--- src/rtl/mem_arbiter_if.sv ---
// Bus bundle between the I/D cache controllers, the arbiter and main memory.
// The slave modport is the arbiter's view; master is the requester/memory side.
interface mem_arbiter_if #(
    parameter int BEAT_BITS = 2
);
    // I-side refill path
    logic                 i_req;
    logic [31:0]          i_addr;
    logic [31:0]          i_rdata;
    logic                 i_rvalid;
    logic                 i_done;
    // D-side refill / write-back path
    logic                 d_req;
    logic                 d_we;
    logic [31:0]          d_addr;
    logic [31:0]          d_wdata;
    logic [31:0]          d_rdata;
    logic                 d_rvalid;
    logic                 d_done;
    // burst progress and main-memory port
    logic [BEAT_BITS-1:0] beat;
    logic                 mem_req;
    logic                 mem_we;
    logic [31:0]          mem_addr;
    logic [31:0]          mem_wdata;
    logic [31:0]          mem_rdata;
    logic                 mem_ack;

    modport slave (
        input  i_req, i_addr, d_req, d_we, d_addr, d_wdata, mem_rdata, mem_ack,
        output i_rdata, i_rvalid, i_done, d_rdata, d_rvalid, d_done,
               beat, mem_req, mem_we, mem_addr, mem_wdata
    );

    modport master (
        output i_req, i_addr, d_req, d_we, d_addr, d_wdata, mem_rdata, mem_ack,
        input  i_rdata, i_rvalid, i_done, d_rdata, d_rvalid, d_done,
               beat, mem_req, mem_we, mem_addr, mem_wdata
    );
endinterface

--- src/rtl/mem_arbiter.sv ---
// Two-requester main-memory arbiter: one line-sized burst at a time,
// round-robin on ties, beat address generation and done pulses.
module mem_arbiter #(
    parameter int BEAT_BITS = 2
) (
    input  logic          clk,
    input  logic          reset,
    mem_arbiter_if.slave  bus
);
    localparam int BASE_W = 30 - BEAT_BITS;

    typedef enum logic [1:0] {
        IDLE,
        BURST,
        DONE
    } state_t;

    state_t               state;
    state_t               state_n;
    logic                 own_d;
    logic                 last_d;
    logic                 we_q;
    logic [BEAT_BITS-1:0] beat_q;
    logic [BASE_W-1:0]    base_q;

    logic                 any_req;
    logic                 grant_d;
    logic                 in_burst;
    logic                 in_done;
    logic                 rd_ack;

    // Word-offset bits never reach the bus; the line base is all that is kept.
    logic                 unused_addr_bits;
    assign unused_addr_bits = ^{bus.i_addr[BEAT_BITS+1:0], bus.d_addr[BEAT_BITS+1:0]};

    // Request arbitration: on a tie the side that was not served last wins.
    always_comb begin
        any_req = bus.i_req | bus.d_req;
        grant_d = bus.d_req & (~bus.i_req | ~last_d);
    end

    // State register.
    always_ff @(posedge clk or negedge reset) begin
        if (!reset) begin
            state <= IDLE;
        end else begin
            state <= state_n;
        end
    end

    // Next-state and output decode.
    always_comb begin
        state_n       = state;
        in_burst      = 1'b0;
        in_done       = 1'b0;
        case (state)
            IDLE: begin
                if (any_req) begin
                    state_n = BURST;
                end
            end
            BURST: begin
                in_burst = 1'b1;
                if (bus.mem_ack && (beat_q == '1)) begin
                    state_n = DONE;
                end
            end
            DONE: begin
                in_done = 1'b1;
                state_n = IDLE;
            end
            default: state_n = IDLE;
        endcase

        rd_ack        = in_burst & ~we_q & bus.mem_ack;
        bus.mem_req   = in_burst;
        bus.mem_we    = in_burst & we_q;
        bus.mem_addr  = in_burst ? {base_q, beat_q, 2'b00} : '0;
        bus.beat      = beat_q;
        bus.i_rvalid  = rd_ack & ~own_d;
        bus.d_rvalid  = rd_ack & own_d;
        bus.i_done    = in_done & ~own_d;
        bus.d_done    = in_done & own_d;
        bus.i_rdata   = bus.mem_rdata;
        bus.d_rdata   = bus.mem_rdata;
        bus.mem_wdata = bus.d_wdata;
    end

    // Burst context: owner, round-robin history, line base, direction, beat.
    // The beat counter wraps to zero on the final ack, so it reads 0 in DONE/IDLE.
    always_ff @(posedge clk or negedge reset) begin
        if (!reset) begin
            own_d  <= 1'b0;
            last_d <= 1'b0;
            we_q   <= 1'b0;
            beat_q <= '0;
            base_q <= '0;
        end else begin
            case (state)
                IDLE: begin
                    if (any_req) begin
                        own_d  <= grant_d;
                        last_d <= grant_d;
                        we_q   <= grant_d & bus.d_we;
                        beat_q <= '0;
                        base_q <= grant_d ? bus.d_addr[31:BEAT_BITS+2]
                                          : bus.i_addr[31:BEAT_BITS+2];
                    end
                end
                BURST: begin
                    if (bus.mem_ack) begin
                        beat_q <= beat_q + BEAT_BITS'(1);
                    end
                end
                default: ;
            endcase
        end
    end
endmodule

--- src/flat_wrapper.sv ---
// flat-port wrapper written by rule: the top's interface ports become plain ports
module mem_arbiter_flat 
#(
    parameter int BEAT_BITS = 2
)
  (clk, reset, bus_i_req, bus_i_addr, bus_d_req, bus_d_we, bus_d_addr, bus_d_wdata, bus_mem_rdata, bus_mem_ack, bus_i_rdata, bus_i_rvalid, bus_i_done, bus_d_rdata, bus_d_rvalid, bus_d_done, bus_beat, bus_mem_req, bus_mem_we, bus_mem_addr, bus_mem_wdata);
  mem_arbiter_if #(.BEAT_BITS(BEAT_BITS)) bus_i ();
  input  logic clk;
  input  logic reset;
  input wire logic [$bits(bus_i.i_req)-1:0] bus_i_req;
  input wire logic [$bits(bus_i.i_addr)-1:0] bus_i_addr;
  input wire logic [$bits(bus_i.d_req)-1:0] bus_d_req;
  input wire logic [$bits(bus_i.d_we)-1:0] bus_d_we;
  input wire logic [$bits(bus_i.d_addr)-1:0] bus_d_addr;
  input wire logic [$bits(bus_i.d_wdata)-1:0] bus_d_wdata;
  input wire logic [$bits(bus_i.mem_rdata)-1:0] bus_mem_rdata;
  input wire logic [$bits(bus_i.mem_ack)-1:0] bus_mem_ack;
  output wire logic [$bits(bus_i.i_rdata)-1:0] bus_i_rdata;
  output wire logic [$bits(bus_i.i_rvalid)-1:0] bus_i_rvalid;
  output wire logic [$bits(bus_i.i_done)-1:0] bus_i_done;
  output wire logic [$bits(bus_i.d_rdata)-1:0] bus_d_rdata;
  output wire logic [$bits(bus_i.d_rvalid)-1:0] bus_d_rvalid;
  output wire logic [$bits(bus_i.d_done)-1:0] bus_d_done;
  output wire logic [$bits(bus_i.beat)-1:0] bus_beat;
  output wire logic [$bits(bus_i.mem_req)-1:0] bus_mem_req;
  output wire logic [$bits(bus_i.mem_we)-1:0] bus_mem_we;
  output wire logic [$bits(bus_i.mem_addr)-1:0] bus_mem_addr;
  output wire logic [$bits(bus_i.mem_wdata)-1:0] bus_mem_wdata;
  assign bus_i.i_req = bus_i_req;
  assign bus_i.i_addr = bus_i_addr;
  assign bus_i.d_req = bus_d_req;
  assign bus_i.d_we = bus_d_we;
  assign bus_i.d_addr = bus_d_addr;
  assign bus_i.d_wdata = bus_d_wdata;
  assign bus_i.mem_rdata = bus_mem_rdata;
  assign bus_i.mem_ack = bus_mem_ack;
  assign bus_i_rdata = bus_i.i_rdata;
  assign bus_i_rvalid = bus_i.i_rvalid;
  assign bus_i_done = bus_i.i_done;
  assign bus_d_rdata = bus_i.d_rdata;
  assign bus_d_rvalid = bus_i.d_rvalid;
  assign bus_d_done = bus_i.d_done;
  assign bus_beat = bus_i.beat;
  assign bus_mem_req = bus_i.mem_req;
  assign bus_mem_we = bus_i.mem_we;
  assign bus_mem_addr = bus_i.mem_addr;
  assign bus_mem_wdata = bus_i.mem_wdata;
  mem_arbiter #(.BEAT_BITS(BEAT_BITS)) u_core (.clk(clk), .reset(reset), .bus(bus_i));
endmodule
--- config.mk ---
export PLATFORM = sky130hd
export DESIGN_NAME = mem_arbiter_flat
export DESIGN_NICKNAME = d
export VERILOG_FILES = /design/src/rtl/mem_arbiter_if.sv /design/src/rtl/mem_arbiter.sv /design/src/flat_wrapper.sv
export SDC_FILE = /design/constraint.sdc
export NUM_CORES = 1
export LEC_CHECK = 0
export ABC_CLOCK_PERIOD_IN_PS = 4550
export BUFFER_PORTS_ARGS = -buffer_cell sky130_fd_sc_hd__buf_2
export CORE_AREA = 2 2 106 108
export DETAILED_ROUTE_END_ITERATION = 8
export DIE_AREA = 0 0 108 110
export PLACE_DENSITY_LB_ADDON = 0.08
export RECOVER_POWER = 50
export SYNTH_ARGS = -nofsm -noshare
export SYNTH_HDL_FRONTEND = slang
export SYNTH_SLANG_ARGS = --single-unit
--- constraint.sdc ---
create_clock -name clk -period 4.55 [get_ports clk]
set_clock_uncertainty 0.15 [all_clocks]
set_input_delay 0.91 -clock clk [delete_from_list [all_inputs] [get_ports clk]]
set_output_delay 0.91 -clock clk [all_outputs]
set_load 0.005 [all_outputs]
# ---- After elaboration in Yosys (flattened, before gate mapping)
# Cells that the tools add are included.
dict set report totals {
  n_memories 0
  mem_bits_ro 0
  ram_bits 0
  latchBits 0
  input_bits 134
  regBits 34
}
dict set report op_classes {
  mul 0
  eq_ne 6
  n_reduce_logical 6
  n_addsub 1
  magnitude_cmp 0
  div 0
  n_mux 10
  bitwise_logic 14
  shift 0
}
# cell count
set ops {}
lappend ops {{32-bit two-way mux} 1}
lappend ops {{28-bit two-way mux} 1}
lappend ops {{1-bit bitwise AND} 9}
lappend ops {{2-bit two-way mux} 4}
lappend ops {{2-bit case mux with 2 select lines} 2}
lappend ops {{2-bit equality test, second input constant} 2}
lappend ops {{2-bit by 1-bit inequality test with 1-bit output, second input constant} 2}
lappend ops {{2-bit AND reduction} 2}
lappend ops {{1-bit NOT} 3}
lappend ops {{3-bit AND reduction} 1}
lappend ops {{2-bit by 1-bit adder with 2-bit output, second input constant} 1}
lappend ops {{2-bit by 1-bit equality test with 1-bit output, second input constant} 1}
lappend ops {{2-bit zero test} 1}
lappend ops {{1-bit two-way mux} 2}
lappend ops {{2-bit inequality test, second input constant} 1}
lappend ops {{1-bit bitwise OR} 2}
lappend ops {{2-bit nonzero test} 1}
lappend ops {{1-bit logical AND} 1}

# ---- Longest topological paths before layout
dict set report logic_depth {
  depth_word 5
  depth_mapped 5
}

# ---- Worst setup path before layout
# No wires, ideal clock.
dict set report synth_path {
  path_type {input port to output port}
  from {input bus_mem_ack}
  to {output bus_d_rvalid}
  arrival_time_ns 1.259
  slack_ns 2.231
  path_buffers 0
  cell_stages 2
  required_time_ns 3.490
  path_cell_list {nand3b_1 nor3b_1}
}
dict set report synth_via {
  elab_chain_cells 2
}
# element line_no
set synth_lines {}
lappend synth_lines {{from (decl)} flat_wrapper.sv:17} ;# input wire logic [$bits(bus_i.mem_ack)-1:0] bus_mem_ack;
lappend synth_lines {{1-bit bitwise AND} mem_arbiter.sv:75} ;# rd_ack = in_burst & ~we_q & bus.mem_ack;
lappend synth_lines {{1-bit bitwise AND} mem_arbiter.sv:81} ;# bus.d_rvalid = rd_ack & own_d;
lappend synth_lines {{to (decl)} flat_wrapper.sv:22} ;# output wire logic [$bits(bus_i.d_rvalid)-1:0] bus_d_rvalid;
# No other way between the ends.

# ---- Final worst setup path
dict set report layout_path {
  from {register u_core.state[0]}
  to {output bus_mem_addr[10]}
}
dict set report layout_via {
  elab_chain_cells 3
}
# element line_no
set layout_lines {}
lappend layout_lines {{from (decl)} mem_arbiter.sv:18} ;# state_t state;
lappend layout_lines {{from (signal assigned)} mem_arbiter.sv:47} ;# state <= state_n;
lappend layout_lines {{2-bit by 1-bit equality test with 1-bit output} mem_arbiter.sv:56} ;# case (state)
lappend layout_lines {{1-bit two-way mux} mem_arbiter.sv:56}
lappend layout_lines {{32-bit two-way mux} mem_arbiter.sv:78} ;# bus.mem_addr = in_burst ? {base_q, beat_q, 2'b00} : '0;
lappend layout_lines {{to (decl)} flat_wrapper.sv:27} ;# output wire logic [$bits(bus_i.mem_addr)-1:0] bus_mem_addr;
# No other way between the ends.

==> metrics.md <==
| Metric | Value |
|---|---|
| Outcome | complete, but fails checks |
| Failing checks | capacitance limit, slew limit |
| Area contributors post-synth | dfrtp_1 (32%), buf_4 (28%), mux2_2 (20%) |
| Worst r2r path cells | 4 |
| Total negative slack | 0 ns |
| Synth cell count leaders | buf_4 (98), mux2_2 (47), dfrtp_1 (34) |
| Die Ht | between 100 and 150 um |
| Fill cells | roughly 1200 |
| Crit-path max FO | 22 |
| Via density | about 4.1 |
| Vias in the first global route | approximately 1700 |
| Cells after synthesis | 252 |
| Post-detail-place hpwl | 4530 um |
| Num Clock Sinks | 34 |
| Worst slack, placed | 1.61 ns |
| Post-route cell area | 0.00266 mm2 |
| Register Area | 851 um2 |
| Rel. slew slack | -32.3% |
| Cell taking the most area after synthesis | dfrtp_1 |
| Fin. max-slew vios | 35 |
| # rows | 38 |
| Most frequent cell after synthesis | buf_4 |
| Setup CP Type | reg2out |
| Fin crit period | roughly 3.1 ns |
| CTS Buffer Depth | 2 |
| Post-placement cell count | around 390 |
| Area of the multi-input gates | roughly 0.0010 mm2 |
| Most used DFF post-synth | dfrtp_1 |
| Layout cells sized above 1 | between 60% and 70% |
| Vias | 1614 |
| Mapped cell area | 0.00265 mm2 |
| Resize count post-CTS | 0 |
| Initial cell density of the core | 24.8% |
| IO Port Bufs | 99 |
| DR WL/cell | 15.4 um |
| # Max-Cap Violations | 1 |
| Full die area | 0.0119 mm2 |
| Antenna-violating nets left | 0 |
| GPL Wtd Cong | ~0.66 |
| Peak Freq | roughly 0.32 GHz |
| WL final | 6080 um |
| VDD IR max | 0.000173 V |
| Setup violators final | 0 |
| Boundary Pins | 270 |
| Hold EP | u_core.base_q[21] |
| Non-Filler Instances | around 400 |
| First-pass GRT wire length | 8940 um |
| Core Box Area | 0.0107 mm2 |
| Final worst setup slack | 1.43 ns |
| 1st-pass router iterations | 3 |
| #FFs+latches synth | 34 |
| Fin. Hold Viols | 0 |
| Worst-Skew Late Latency | 0.29 ns |
| Worst setup SP type | flop |
| Leak pwr | 1.30 nW |
| Fin nets | between 300 and 400 |
| Crit. End Element | primary output |
| RSZ-0062 raised after global routing | no |
| Synth async-reset ratio | 100% |
| All-Layer GR Usage | around 10% |
| Number of cells on the worst hold path | 1 |
| FF-to-FF End | u_core.base_q[21] |
| Initial antenna violation count | 0 |
| Dpl cell area | 0.00257 mm2 |
| Synth Area per Inst | 10.5 um2 |
| Final period utilization | around two thirds |
| Sequential share of the synthesized area | 32.1% |
| CTS tree | built |
| YS warnings | 0 |
| Clock Tree Root | clkbuf_8 |
| H-tree lvl count | 2 |
| Synth unique cells | 26 |
| CP required | 3.49 ns |
| CTS Buf Count | 5 |
| Ant diodes | 0 |
| Synth top area share | 32.1% |
| Iter 0 DRT Violations | 42 |
| Worst Path Arrival | 2.06 ns |
| Largest net degree at the start of global routing | 35 |
| Post-CTS Setup Inserts | 0 |
| Hold_sp | u_core.base_q[21] |
| Slew @ Worst Pin | around 2.0 ns |
| Die Width | 108 um |
| Layout area overhead | 0.331% |
| Post-route DRC | 0 |
| CTS Hold Bufs | 0 |
| Power Density | 560 mW/mm2 |
| Total gr overflow | 0 |
| EDFF count, synth | 0 |
| R2R setup slack | about 2.3 ns |
| Clk slew on worst S/H paths | 0.07 ns |
| RR Startpoint | u_core.last_d |
| Hold crit path type | reg2reg |
-- worst max-delay path, stage by stage (launching register included) --
cell and delay, ns:
dfrtp_1 0.41, nor2b_1 0.70, buf_4 0.38, and2_1 0.16, buf_2 0.11
-- state kept, by name (all words and copies together), names as in the netlist --
name / flops
u_core.base_q: 28
u_core.bus.beat: 2
u_core.last_d: 1
u_core.state: 2
u_core.we_q: 1
-- cell usage in the layout, fill, tap and decap left out, drive strengths merged --
| cell type | instances |
|---|---|
| buf | 100 |
| mux2 | 56 |
| dfrtp | 34 |
| and2 | 31 |
| clkbuf | 9 |
| nand2 | 4 |
| nor3b | 2 |
| nor2 | 2 |
| and3 | 2 |
| conb | 2 |
| o21ai | 2 |
| nor2b | 1 |
| nand3b | 1 |
| nor3 | 1 |
| and3b | 1 |
| a21bo | 1 |
| o311ai | 1 |
| a31o | 1 |
| o2bb2ai | 1 |
| a21oi | 1 |
| a31oi | 1 |
| ha | 1 |
| clkinv | 1 |
-- how the worst max path moves through the flow --
stage / cells past startpoint / end / slack [ns] / start
finish: 4 / bus_mem_addr[10] / 1.43 / u_core.state[0]
detailed placement: 5 / u_core.base_q[0] / 1.61 / bus_d_req
CTS: 4 / bus_mem_addr[10] / 1.58 / u_core.state[0]
global route: 4 / bus_mem_addr[15] / 1.08 / u_core.state[0]
global placement: 5 / u_core.base_q[18] / 1.63 / bus_d_req
floorplan: 2 / bus_d_rvalid / 2.23 / bus_mem_ack
-- routing by layer --
| layer | global-route usage [%] | part of all wire (%) | wire length [um] |
|---|---|---|---|
| met2 | 18.2 | 51 | 3100 |
| met1 | 10.9 | 37 | 2230 |
| met4 | 3.30 | 1.7 | 106 |
| met3 | 4.06 | 11 | 651 |
| met5 | 0 | 0 | 0 |
-- layout make-up --
type | instances | area share [%]
Clock inverter | 1 | 0.188
Sequential cell | 34 | 32.0
Clock buffer | 7 | 3.25
Tap cell | 140 | 6.59
Multi-Input combinational cell | 112 | 38.6
Timing Repair Buffer | 102 | 19.4
-- kinds of logic after synthesis --
| group | after synthesis | share of synthesized area (%) |
|---|---|---|
| adders and majority gates | 1 | 0.472 |
| AOI/OAI and AO/OA | 8 | 2.17 |
| buffers and inverters | 107 | 29.8 |
| other | 1 | 0.142 |
| muxes | 56 | 25.1 |
| and+or+nand+nor | 45 | 10.3 |
| DFF | 34 | 32.1 |
-- power breakdown --
part	switching (mW)	internal [mW]
combinational	0.299	0.422
clock	0.117	0.122
sequential	0.0761	0.452
total	0.491	0.996
-- through the flow --
stage | total power [mW] | util [%] | hold slack, ns
2_1_floorplan | 1.04 | - | 0.321
3_3_place_gp | 1.28 | 24.0 | 0.331
3_5_place_dp | 1.28 | 24.0 | 0.335
4_1_cts | 1.54 | 24.9 | 0.354
5_1_grt | 1.64 | 24.8 | 0.371
6_report | 1.49 | 24.8 | 0.346
Note: power is estimated with default switching activity, not from simulation.
